### src/rtl/mux_nx1_scan.sv
// Registered N-channel selector: manual select or round-robin scan with a
// programmable dwell per channel, one cycle from sampled inputs to y.
module mux_nx1_scan #(
  parameter int N_CH   = 4,
  parameter int DATA_W = 8,
  parameter int SEL_W  = 2,
  parameter int DWELL  = 4
) (
  input  logic                     clk,
  input  logic                     rst_n,
  input  logic                     en,
  input  logic                     mode,
  input  logic [SEL_W-1:0]         sel_in,
  input  logic [N_CH*DATA_W-1:0]   data_in,
  output logic [DATA_W-1:0]        y,
  output logic [SEL_W-1:0]         ch_out,
  output logic                     y_valid,
  output logic                     sel_err,
  output logic                     wrap
);

  generate
    if ((2 ** SEL_W) < N_CH) begin : g_sel_w_check
      $error("mux_nx1_scan: SEL_W too narrow for N_CH");
    end
    if (DWELL < 1 || DWELL > 255) begin : g_dwell_check
      $error("mux_nx1_scan: DWELL must be 1..255");
    end
    if (N_CH < 2 || N_CH > 16) begin : g_nch_check
      $error("mux_nx1_scan: N_CH must be 2..16");
    end
  endgenerate

  localparam logic [SEL_W-1:0] LAST_CH    = SEL_W'(N_CH - 1);
  localparam logic [SEL_W:0]   N_CH_W     = (SEL_W + 1)'(N_CH);
  localparam logic [7:0]       DWELL_LAST = 8'(DWELL - 1);

  typedef enum logic {
    IDLE_MAN = 1'b0,
    SCAN     = 1'b1
  } state_t;

  function automatic logic [DATA_W-1:0] pick_ch(
    input logic [N_CH*DATA_W-1:0] d,
    input logic [SEL_W-1:0]       idx
  );
    logic [DATA_W-1:0] res;
    res = {DATA_W{1'b0}};
    for (int k = 0; k < N_CH; k++) begin
      res = (idx == SEL_W'(k)) ? d[k*DATA_W +: DATA_W] : res;
    end
    return res;
  endfunction

  state_t             state_r, state_s;
  logic [SEL_W-1:0]   scan_ch_r, scan_ch_s;
  logic [7:0]         dwell_r, dwell_s;
  logic [DATA_W-1:0]  y_r, y_s;
  logic [SEL_W-1:0]   ch_r, ch_s;
  logic               valid_r, valid_s;
  logic               err_r, err_s;
  logic               wrap_r, wrap_s;
  logic [SEL_W-1:0]   cur_ch_s;
  logic [7:0]         cur_dwell_s;

  // State and output registers; the whole block freezes when en is low.
  always_ff @(posedge clk or negedge rst_n) begin
    if (!rst_n) begin
      state_r   <= IDLE_MAN;
      scan_ch_r <= {SEL_W{1'b0}};
      dwell_r   <= 8'd0;
      y_r       <= {DATA_W{1'b0}};
      ch_r      <= {SEL_W{1'b0}};
      valid_r   <= 1'b0;
      err_r     <= 1'b0;
      wrap_r    <= 1'b0;
    end else begin
      state_r   <= state_s;
      scan_ch_r <= scan_ch_s;
      dwell_r   <= dwell_s;
      y_r       <= y_s;
      ch_r      <= ch_s;
      valid_r   <= valid_s;
      err_r     <= err_s;
      wrap_r    <= wrap_s;
    end
  end

  // Next-state and output selection for manual and scan modes.
  always_comb begin
    state_s     = state_r;
    scan_ch_s   = scan_ch_r;
    dwell_s     = dwell_r;
    y_s         = y_r;
    ch_s        = ch_r;
    valid_s     = 1'b0;
    err_s       = err_r;
    wrap_s      = 1'b0;
    // Entering scan always starts from channel 0 with a fresh dwell count.
    cur_ch_s    = (state_r == SCAN) ? scan_ch_r : {SEL_W{1'b0}};
    cur_dwell_s = (state_r == SCAN) ? dwell_r : 8'd0;
    if (en) begin
      case (mode)
        1'b0: begin
          state_s   = IDLE_MAN;
          scan_ch_s = {SEL_W{1'b0}};
          dwell_s   = 8'd0;
          ch_s      = sel_in;
          valid_s   = 1'b1;
          if ({1'b0, sel_in} < N_CH_W) begin
            y_s   = pick_ch(data_in, sel_in);
            err_s = 1'b0;
          end else begin
            y_s   = {DATA_W{1'b0}};
            err_s = 1'b1;
          end
        end
        1'b1: begin
          state_s = SCAN;
          y_s     = pick_ch(data_in, cur_ch_s);
          ch_s    = cur_ch_s;
          valid_s = 1'b1;
          err_s   = 1'b0;
          // Channel 0 at dwell 0 while already scanning is only reachable
          // right after a wrap, so the pulse lines up with ch_out returning to 0.
          wrap_s  = (state_r == SCAN) && (cur_ch_s == {SEL_W{1'b0}}) &&
                    (cur_dwell_s == 8'd0);
          if (cur_dwell_s == DWELL_LAST) begin
            dwell_s   = 8'd0;
            scan_ch_s = (cur_ch_s == LAST_CH) ? {SEL_W{1'b0}} : cur_ch_s + {{(SEL_W-1){1'b0}}, 1'b1};
          end else begin
            dwell_s   = cur_dwell_s + 8'd1;
            scan_ch_s = cur_ch_s;
          end
        end
        default: begin
          state_s = state_r;
        end
      endcase
    end else begin
      state_s = state_r;
    end
  end

  assign y       = y_r;
  assign ch_out  = ch_r;
  assign y_valid = valid_r;
  assign sel_err = err_r;
  assign wrap    = wrap_r;

endmodule
### config.mk
export PLATFORM = sky130hd
export DESIGN_NAME = mux_nx1_scan
export DESIGN_NICKNAME = d
export VERILOG_FILES = /design/src/rtl/mux_nx1_scan.sv
export SDC_FILE = /design/constraint.sdc
export NUM_CORES = 1
export LEC_CHECK = 0
export ABC_AREA = 1
export CAP_MARGIN = 10
export CORE_MARGIN = 2
export CORE_UTILIZATION = 43
export DETAILED_ROUTE_END_ITERATION = 8
export HOLD_SLACK_MARGIN = 0.15
export PLACE_DENSITY = 0.82
export SETUP_SLACK_MARGIN = 0.02
export SLEW_MARGIN = 0
export SYNTH_ARGS = -nofsm -noshare
export SYNTH_HDL_FRONTEND = slang
export SYNTH_SLANG_ARGS = --single-unit
### constraint.sdc
create_clock -name clk -period 2.35 [get_ports clk]
set_input_delay 0.47 -clock clk [delete_from_list [all_inputs] [get_ports clk]]
set_output_delay 0.47 -clock clk [all_outputs]
set_load 0.01 [all_outputs]
==> impl_metrics.toml, run 1 <==
[cts]
hold_buffers = 0
clock_path_buffers = 2
clkTransAtPathRegs_ns = 0.09
cts.sinks = 23
clock_latency_ns = 0.27
cts_htree_levels = 1
root_buffer = "clkbuf_8"
cts_tree = "built"
cts_buffers = 3
post_cts_buffers = 0
post_cts_resized = 0

[logic_synthesis]
synth_common_cells = "89 x nand2_1, 44 x a21oi_1, 33 x nand3_1, 30 x inv_1, 23 x dfrtp_1"
synth_edf_count = 0
yosysWarnings = 0
ys_async_sr_fraction_pct = 100.0
synth_nets = 329
ys.flop_type = "dfrtp_1"
synthCells = 285
yosysMostFrequentCell = "nand2_1"
yosys-top-cells-area = "dfrtp_1 32%, nand2_1 18%, a21oi_1 12%, nand3_1 9.1%, inv_1 6.2%"
syn-mean-instance-area_um2 = 6.344
ys_ff_latch = 23
synth_top_cell_by_area = "dfrtp_1"
synth_top_area_share_pct = 31.83
yosysUniqueCellTypes = 29
synth_area_mm2 = 0.001808
seq_area_frac_synth_pct = 31.83

[placement]
dpl.hpwl_um = 3723
dp_cells = 377
port_buffers = 49
place_area_mm2 = 0.002342
globalplace.congestion = 0.9706

[timing]
fin_skew_ns = 0.004567
relSlewSlack_pct = 59.58
finalCritPeriodShare_pct = 85.28
finalMaxSlewViolations = 0
report.final.hold_viol_count = 0
clock.fmax_mhz = 499.0
finalSetupTns_ns = 0
worstMarginPinSlew_ns = 0.6056
post-route-min-period_ns = 2.004
final-setup-viol-count = 0
rsz0062_at_grt = "false"

[critical_path]
crit_path_end_kind = "flip-flop"
arrival_ns = 2.17
cp.required_ns = 2.52
crit_type = "reg -> reg"
crit_fanout = 15
start_kind = "flip-flop"

[cells_and_area]
fin_cells = 381
fin_util_pct = 59.29
layout.nets = 376
final_area_mm2 = 0.002389
drive_gt1_share_pct = 6.344
syn2layout_area_growth_pct = 32.11
n_antenna_cell = 0

[power]
p_clk_share_pct = 27.3
power.density_mw_per_mm2 = 401.6
ir_worst_vdd_mv = 0.2046
power.total_mw = 0.9593
switching_share_pct = 29.76
power.switching_mw = 0.2855
power_frac_seq_pct = 46.1
p_comb_share_pct = 26.6
p_int_mw = 0.6738
total_leakage_power_nw = 1.227

[routing]
routedWlPerCell_um = 13.07
vias_per_cell = 5.226
drt_iter0_drc = 130
drt-pass1-iter-count = 4
drtAntennaViolNets = 0
vias = 1991
routed_wl_um = 4981
post-route-drc-count = 0

[global_routing]
globalRouteOverflowTotal = 0
antenna_found_initial = 0
grt_max_degree = 24
grt_usage_pct = 22.48
grt_pass1_wl_um = 8004
first_global_vias = 1800

[die]
initial_utilization_pct = 44.88
std_cell_rows = 23
die_h_um = 68.84
coreArea_mm2 = 0.004029
die_w_um = 68.84
die_area_mm2 = 0.004739
ioPinCount = 51

[status]
status = "finished, final reports clean"

[min_path]
hold_class = "reg -> reg"

[run]
drv_cap = 0
-- cell usage in the layout (no fill, tap or decap), drive strengths merged --
master	netlist	layout
nand3b	1	1
nand2	94	94
nor4	1	1
a21oi	44	44
clkbuf	7	3
clkdlybuf4s50	0	49
inv	31	31
o22ai	1	1
nor2	16	16
nand4	2	2
buf	7	7
ha	6	6
dfrtp	23	23
o21ai	13	13
nand3	33	33
conb	1	1
nor3	2	2
xor2	2	2
clkinv	1	2
-- power by group through the flow --
stage / sequential (mW) / clock (mW) / combinational, mW
floorplan: 0.454 / 0 / 0.107
global placement: 0.450 / 0 / 0.252
detailed placement: 0.450 / 0 / 0.255
CTS: 0.442 / 0.273 / 0.256
global route: 0.446 / 0.294 / 0.282
finish: 0.442 / 0.262 / 0.255
-- worst max-delay path: stages (launching register included) --
cell and delay, ns:
dfrtp_1 0.66, nand2_1 0.15, inv_1 0.11, ha_1 0.24
inv_1 0.08, nor2_1 0.26, nand2_4 0.11, nand2_4 0.10
inv_2 0.06, nand3_1 0.07, nand2_1 0.05
-- sequential cells by signal, indices dropped and copies added, names as in the netlist --
| signal | flops |
|---|---|
| ch_out | 2 |
| y | 8 |
| y_valid | 1 |
| wrap | 1 |
| state_r | 1 |
| scan_ch_r | 2 |
| dwell_r | 8 |
-- kinds of logic after synthesis --
kind of cell	Yosys count	synth area share (%)
AND/OR/NAND/NOR	149	36.12
buffers and inverters	46	10.59
AO/OA/AOI/OAI	58	16.12
adder cells (fa/ha/maj)	6	4.152
XOR/XNOR	2	0.9690
flip-flops	23	31.83
other	1	0.2074
-- metrics by stage --
step                      hold slack (ns)  setup WS, ns
after floorplan                    0.1744        0.6426
after global placement             0.4640        0.2913
after detailed placement           0.4707        0.3142
after CTS                          0.4922        0.3486
after global routing               0.5440        0.1787
final                              0.4901        0.3458
-- worst paths after layout --
kind | from | end | slack (ns) | cells after the start
max in group asynchronous | rst_n | dwell_r[3] | 1.59 | 2
worst min register to register | scan_ch_r[0] | scan_ch_r[0] | 0.49 | 2
worst min-delay path | scan_ch_r[0] | scan_ch_r[0] | 0.49 | 2
min in group asynchronous | rst_n | y[7] | 0.54 | 2
worst max-delay path | state_r | dwell_r[5] | 0.35 | 10
worst max register to register | state_r | dwell_r[5] | 0.35 | 10
-- area by class of cell --
class	instances	area, µm²
fill	390	1640
multi-input combinational	216	1041
inverter	32	120.1
tap	50	62.56
sequential	23	575.6
clock inverter	1	5.005
timing repair buffer	56	543.0
clock buffer	3	41.29
-- metal layers --
layer / routed length [µm] / share of wire, % / GRT usage [%]
met5: 0 / 0 / 0
met2: 2413 / 48 / 38.46
met4: 74 / 1.5 / 8.333
met1: 2208 / 44 / 29.40
met3: 284 / 5.7 / 1.948
No activity file was read; power rests on OpenSTA's default activity.
==> run 2: changes to the inputs <==
--- a/config.mk
+++ b/config.mk
@@ -15,3 +15,3 @@
 export SETUP_SLACK_MARGIN = 0.02
-export SLEW_MARGIN = 0
+export SLEW_MARGIN = 20
 export SYNTH_ARGS = -nofsm -noshare
==> constraint.sdc (replaced) <==
create_clock -name clk -period 2.35 [get_ports clk]
set_input_delay 0.705 -clock clk [delete_from_list [all_inputs] [get_ports clk]]
set_output_delay 0.705 -clock clk [all_outputs]
set_load 0.01 [all_outputs]
==> impl_metrics.toml, run 2 (synthesis results as in run 1) <==
[die]
die_h_um = 68.84
initial_utilization_pct = 44.88
coreArea_mm2 = 0.004029
std_cell_rows = 23
ioPinCount = 51
die_w_um = 68.84
die_area_mm2 = 0.004739

[global_routing]
grt_usage_pct = 22.52
grt_pass1_wl_um = 8107
antenna_found_initial = 0
first_global_vias = 1887
globalRouteOverflowTotal = 0
grt_max_degree = 24

[routing]
drt_iter0_drc = 133
post-route-drc-count = 0
vias_per_cell = 5.068
drtAntennaViolNets = 0
routed_wl_um = 4902
vias = 1941
routedWlPerCell_um = 12.80
drt-pass1-iter-count = 4

[min_path]
hold_depth = 2
min_to = "scan_ch_r[0]"
hold_start = "scan_ch_r[0]"
hold_class = "reg -> reg"

[timing]
relSlewSlack_pct = 57.55
report.final.hold_viol_count = 0
finalSetupTns_ns = 0
rsz0062_at_grt = "false"
fin_skew_ns = 0.003555
worstMarginPinSlew_ns = 0.6360
fin_ws_ns = 0.3619
post-route-min-period_ns = 1.988
finalCritPeriodShare_pct = 84.60
clock.fmax_mhz = 503.0
finalMaxSlewViolations = 0
final-setup-viol-count = 0

[cts]
cts.sinks = 23
cts_htree_levels = 1
clkTransAtPathRegs_ns = 0.08
root_buffer = "clkbuf_8"
clock_latency_ns = 0.27
post_cts_resized = 0
post_cts_buffers = 0
hold_buffers = 0
cts_tree = "built"
clock_path_buffers = 2
cts_buffers = 3

[critical_path]
reg2reg_depth = 10
start_kind = "flip-flop"
crit_fanout = 15
crit_type = "reg -> reg"
crit_path_end_kind = "flip-flop"
path_cells = "nand2_1 -> inv_1 -> ha_1 -> inv_1 -> nor2_1 -> nand2_4 -> nand2_4 -> inv_2 -> nand3_1 -> nand2_1"
critPathLaunch = "state_r"
critical-path-top-delay-family = "simple AND/OR/NAND/NOR gates"
reg2reg_to = "dwell_r[5]"
reg2reg_slack_ns = 0.36
max_stage_delay_ns = 0.66
arrival_ns = 2.15
slowest_stage = "dfrtp_1"
critical_path_buf_inv_count = 3
reg2reg_from = "state_r"
cp.required_ns = 2.51

[placement]
globalplace.congestion = 0.9772
dp_slack_ns = 0.1813
port_buffers = 49
dpl.hpwl_um = 3750

[power]
p_int_mw = 0.6784
power.total_mw = 0.9474
switching_share_pct = 28.39
total_leakage_power_nw = 1.234
power_frac_seq_pct = 46.8
p_comb_share_pct = 27.2
p_clk_share_pct = 26.0
power.density_mw_per_mm2 = 394.4
ir_worst_vdd_mv = 0.2253
power.switching_mw = 0.2689

[cells_and_area]
mostFrequentLayoutCell = "nand2_1"
fill_cells = 365
drive_gt1_share_pct = 6.607
syn2layout_area_growth_pct = 32.87
layout.nets = 378
n_antenna_cell = 0
final_cell_mix = "89 x nand2_1, 49 x clkdlybuf4s50_1, 44 x a21oi_1"

[run]
drv_cap = 0

[status]
status = "finished, final reports clean"
run 2: cell types whose count changed in the layout (fill, tap and decap cells not counted):
cell and delta:
buf_4 +2, clkbuf_1 +1, clkinv_2 -1
run 2: layout make-up:
type                            count  area [µm²]  area share [%]
Timing Repair Buffer               58       558.0           23.23
Multi-Input combinational cell    216        1041           43.33
Inverter                           32       120.1           5.000
Tap cell                           50       62.56           2.604
Sequential cell                    23       575.6           23.96
Clock buffer                        4       45.04           1.875
run 2: power groups by stage:
stage,logic [mW],registers (mW),clock network (mW)
final,0.258,0.443,0.247
after global placement,0.255,0.450,0
after global routing,0.288,0.446,0.268
after floorplan,0.107,0.454,0
after CTS,0.258,0.444,0.256
after detailed placement,0.258,0.451,0
run 2: how the worst max path moves through the flow:
| stage | endpoint | slack, ns | cells after the start |
|---|---|---|---|
| after floorplan | y[0] | 0.64 | 12 |
| after global placement | ch_out[0] | 0.26 | 4 |
| after detailed placement | y[5] | 0.18 | 4 |
| after CTS | dwell_r[5] | 0.40 | 10 |
| after global routing | dwell_r[5] | 0.16 | 10 |
| final | dwell_r[5] | 0.36 | 10 |
run 2: layer usage:
metal	up-vias	GRT usage [%]	wire length [µm]	share of wire [%]
met5	-	0	0	0
met4	0	6.373	70	1.4
met3	6	3.247	259	5.3
met2	52	40.50	2389	49
met1	869	27.84	2183	45
li1	1014	-	-	-
run 2: worst min-delay path, delay by kind of cell, from the launching register on:
| kind | cells | cell delay (ns) |
|---|---|---|
| flip-flops | 1 | 0.35 |
| AND/OR/NAND/NOR | 2 | 0.11 |
run 2: metrics by stage:
step                instance area [µm²]  util [%]  hold slack [ns]  std cells
floorplan                          1808         -           0.4094        285
global placement                   2357     58.51           0.4652        379
detailed placement                 2357     58.51           0.4732        379
CTS                                2402     59.63           0.4921        383
global route                       2402     59.63           0.5027        383
finish                             2402     59.63           0.4943        383
==> run 3: changes to the inputs <==
- PLACE_DENSITY: 0.82 -> 0.85
- clock period: 2.35 -> 1.7 ns (I/O delays scaled with it)
==> impl_metrics.toml, run 3 (synthesis results as in run 1) <==
[cells_and_area]
layout.nets = 390
final_cell_mix = "87 x nand2_1, 44 x a21oi_1, 38 x clkdlybuf4s50_1"
final_area_mm2 = 0.002560
drive_gt1_share_pct = 13.04
mostFrequentLayoutCell = "nand2_1"
syn2layout_area_growth_pct = 41.59
fin_cells = 395
fill_cells = 356
n_antenna_cell = 0

[die]
coreArea_mm2 = 0.004029
die_w_um = 68.84
std_cell_rows = 23
ioPinCount = 51
die_area_mm2 = 0.004739
die_h_um = 68.84
initial_utilization_pct = 44.88

[power]
total_leakage_power_nw = 1.364
power.density_mw_per_mm2 = 516.5
ir_worst_vdd_mv = 0.3344

[critical_path]
cp.required_ns = 1.19
crit_fanout = 1
reg2reg_from = "state_r"
reg2reg_slack_ns = 0.13
path_cells = "clkdlybuf4s50_1"
reg2reg_depth = 10
critPathLaunch = "y_valid"
crit_path_end_kind = "output pin"
critical-path-top-delay-family = "buffers and inverters"
max_stage_delay_ns = 0.52
arrival_ns = 1.12
crit_end = "y_valid"
start_kind = "flip-flop"
critical_path_buf_inv_count = 1
slowest_stage = "clkdlybuf4s50_1"
cp.depth = 1
reg2reg_to = "y[3]"
crit_type = "reg -> out"

[routing]
drt_iter0_drc = 165
routedWlPerCell_um = 13.28
wl_met2_um = 2651
vias_per_cell = 5.208
vias = 2057
drtAntennaViolNets = 0
post-route-drc-count = 0
routed_wl_um = 5246
top_layer = "met4"
wl_met1_um = 2104
dr_wl_met3_um = 343
drt-pass1-iter-count = 4

[cts]
post_cts_buffers = 0
cts_tree = "built"
cts.sinks = 23
hold_buffers = 0
clock_latency_ns = 0.27
cts_buffers = 3
clock_path_buffers = 2
clkTransAtPathRegs_ns = 0.08
cts_htree_levels = 1
root_buffer = "clkbuf_8"

[global_routing]
grt_pass1_wl_um = 8756
globalRouteOverflowTotal = 0
grt_usage_pct = 24.93
first_global_vias = 1981
antenna_found_initial = 0
grt_max_degree = 24

[timing]
fin_ws_ns = 0.07271
report.final.hold_viol_count = 0
finalMaxSlewViolations = 0
clock.fmax_mhz = 614.5
fin_skew_ns = 0.007483
finalCritPeriodShare_pct = 95.72
final-setup-viol-count = 0
post-route-min-period_ns = 1.627
rsz0062_at_grt = "false"
finalSetupTns_ns = 0

[min_path]
hold_class = "reg -> reg"
hold_depth = 2

[run]
drv_cap = 0

[placement]
place_area_mm2 = 0.002460
dpl.hpwl_um = 4062
port_buffers = 49
dp_slack_ns = -0.2108
globalplace.congestion = 1.002
dp_cells = 391

[status]
status = "finished, final reports clean"
## run 3: changes by cell type in the layout (fill, tap and decap cells not counted), sizes merged
cell | before | now
buf | 9 | 21
dlygate4sd2 | 0 | 6
clkdlybuf4s50 | 49 | 38
dlymetal6s2s | 0 | 5
## run 3: layout make-up
cell class	count	area [µm²]	share of cell area, %
multi-input combinational	216	1090	42.57
timing repair buffer	70	665.6	26.00
sequential	23	576.8	22.53
inverter	32	120.1	4.692
tap	50	62.56	2.444
clock buffer	4	45.04	1.760
## run 3: how the worst min path moves through the flow
stage	from	end
2_1_floorplan	rst_n	ch_out[0]
3_3_place_gp	scan_ch_r[0]	scan_ch_r[0]
3_5_place_dp	scan_ch_r[0]	scan_ch_r[0]
4_1_cts	scan_ch_r[0]	scan_ch_r[0]
5_1_grt	dwell_r[6]	dwell_r[6]
6_report	dwell_r[6]	dwell_r[6]
## run 3: per-stage QoR
step                      total power [mW]  util (%)  hold slack (ns)
after global routing                 1.402     63.54           0.5346
after floorplan                     0.7754         -           0.2144
after global placement              0.9933     61.06           0.4635
after detailed placement             1.001     61.06           0.4696
final                                1.322     63.54           0.4953
after CTS                            1.332     62.11           0.4897
## run 3: routing by layer
layer	up-vias	global-route usage (%)
met2	81	43.87
met1	918	29.02
met5	-	0
li1	1044	-
met4	0	11.76
met3	14	4.708
## run 3: power by group
part	leakage (nW)	internal, mW	switching [mW]
Combinational	1.05	0.193	0.181
Sequential	0.289	0.582	0.0241
Clock	0.0228	0.168	0.174
Total	1.36	0.943	0.379
## run 3: repair_timing
item | CTS | global route
resized for setup | 8 | 17
endpoints found under the hold margin | 0 | 0
setup endpoints to repair | 15 | 18
pin swaps | 0 | 1
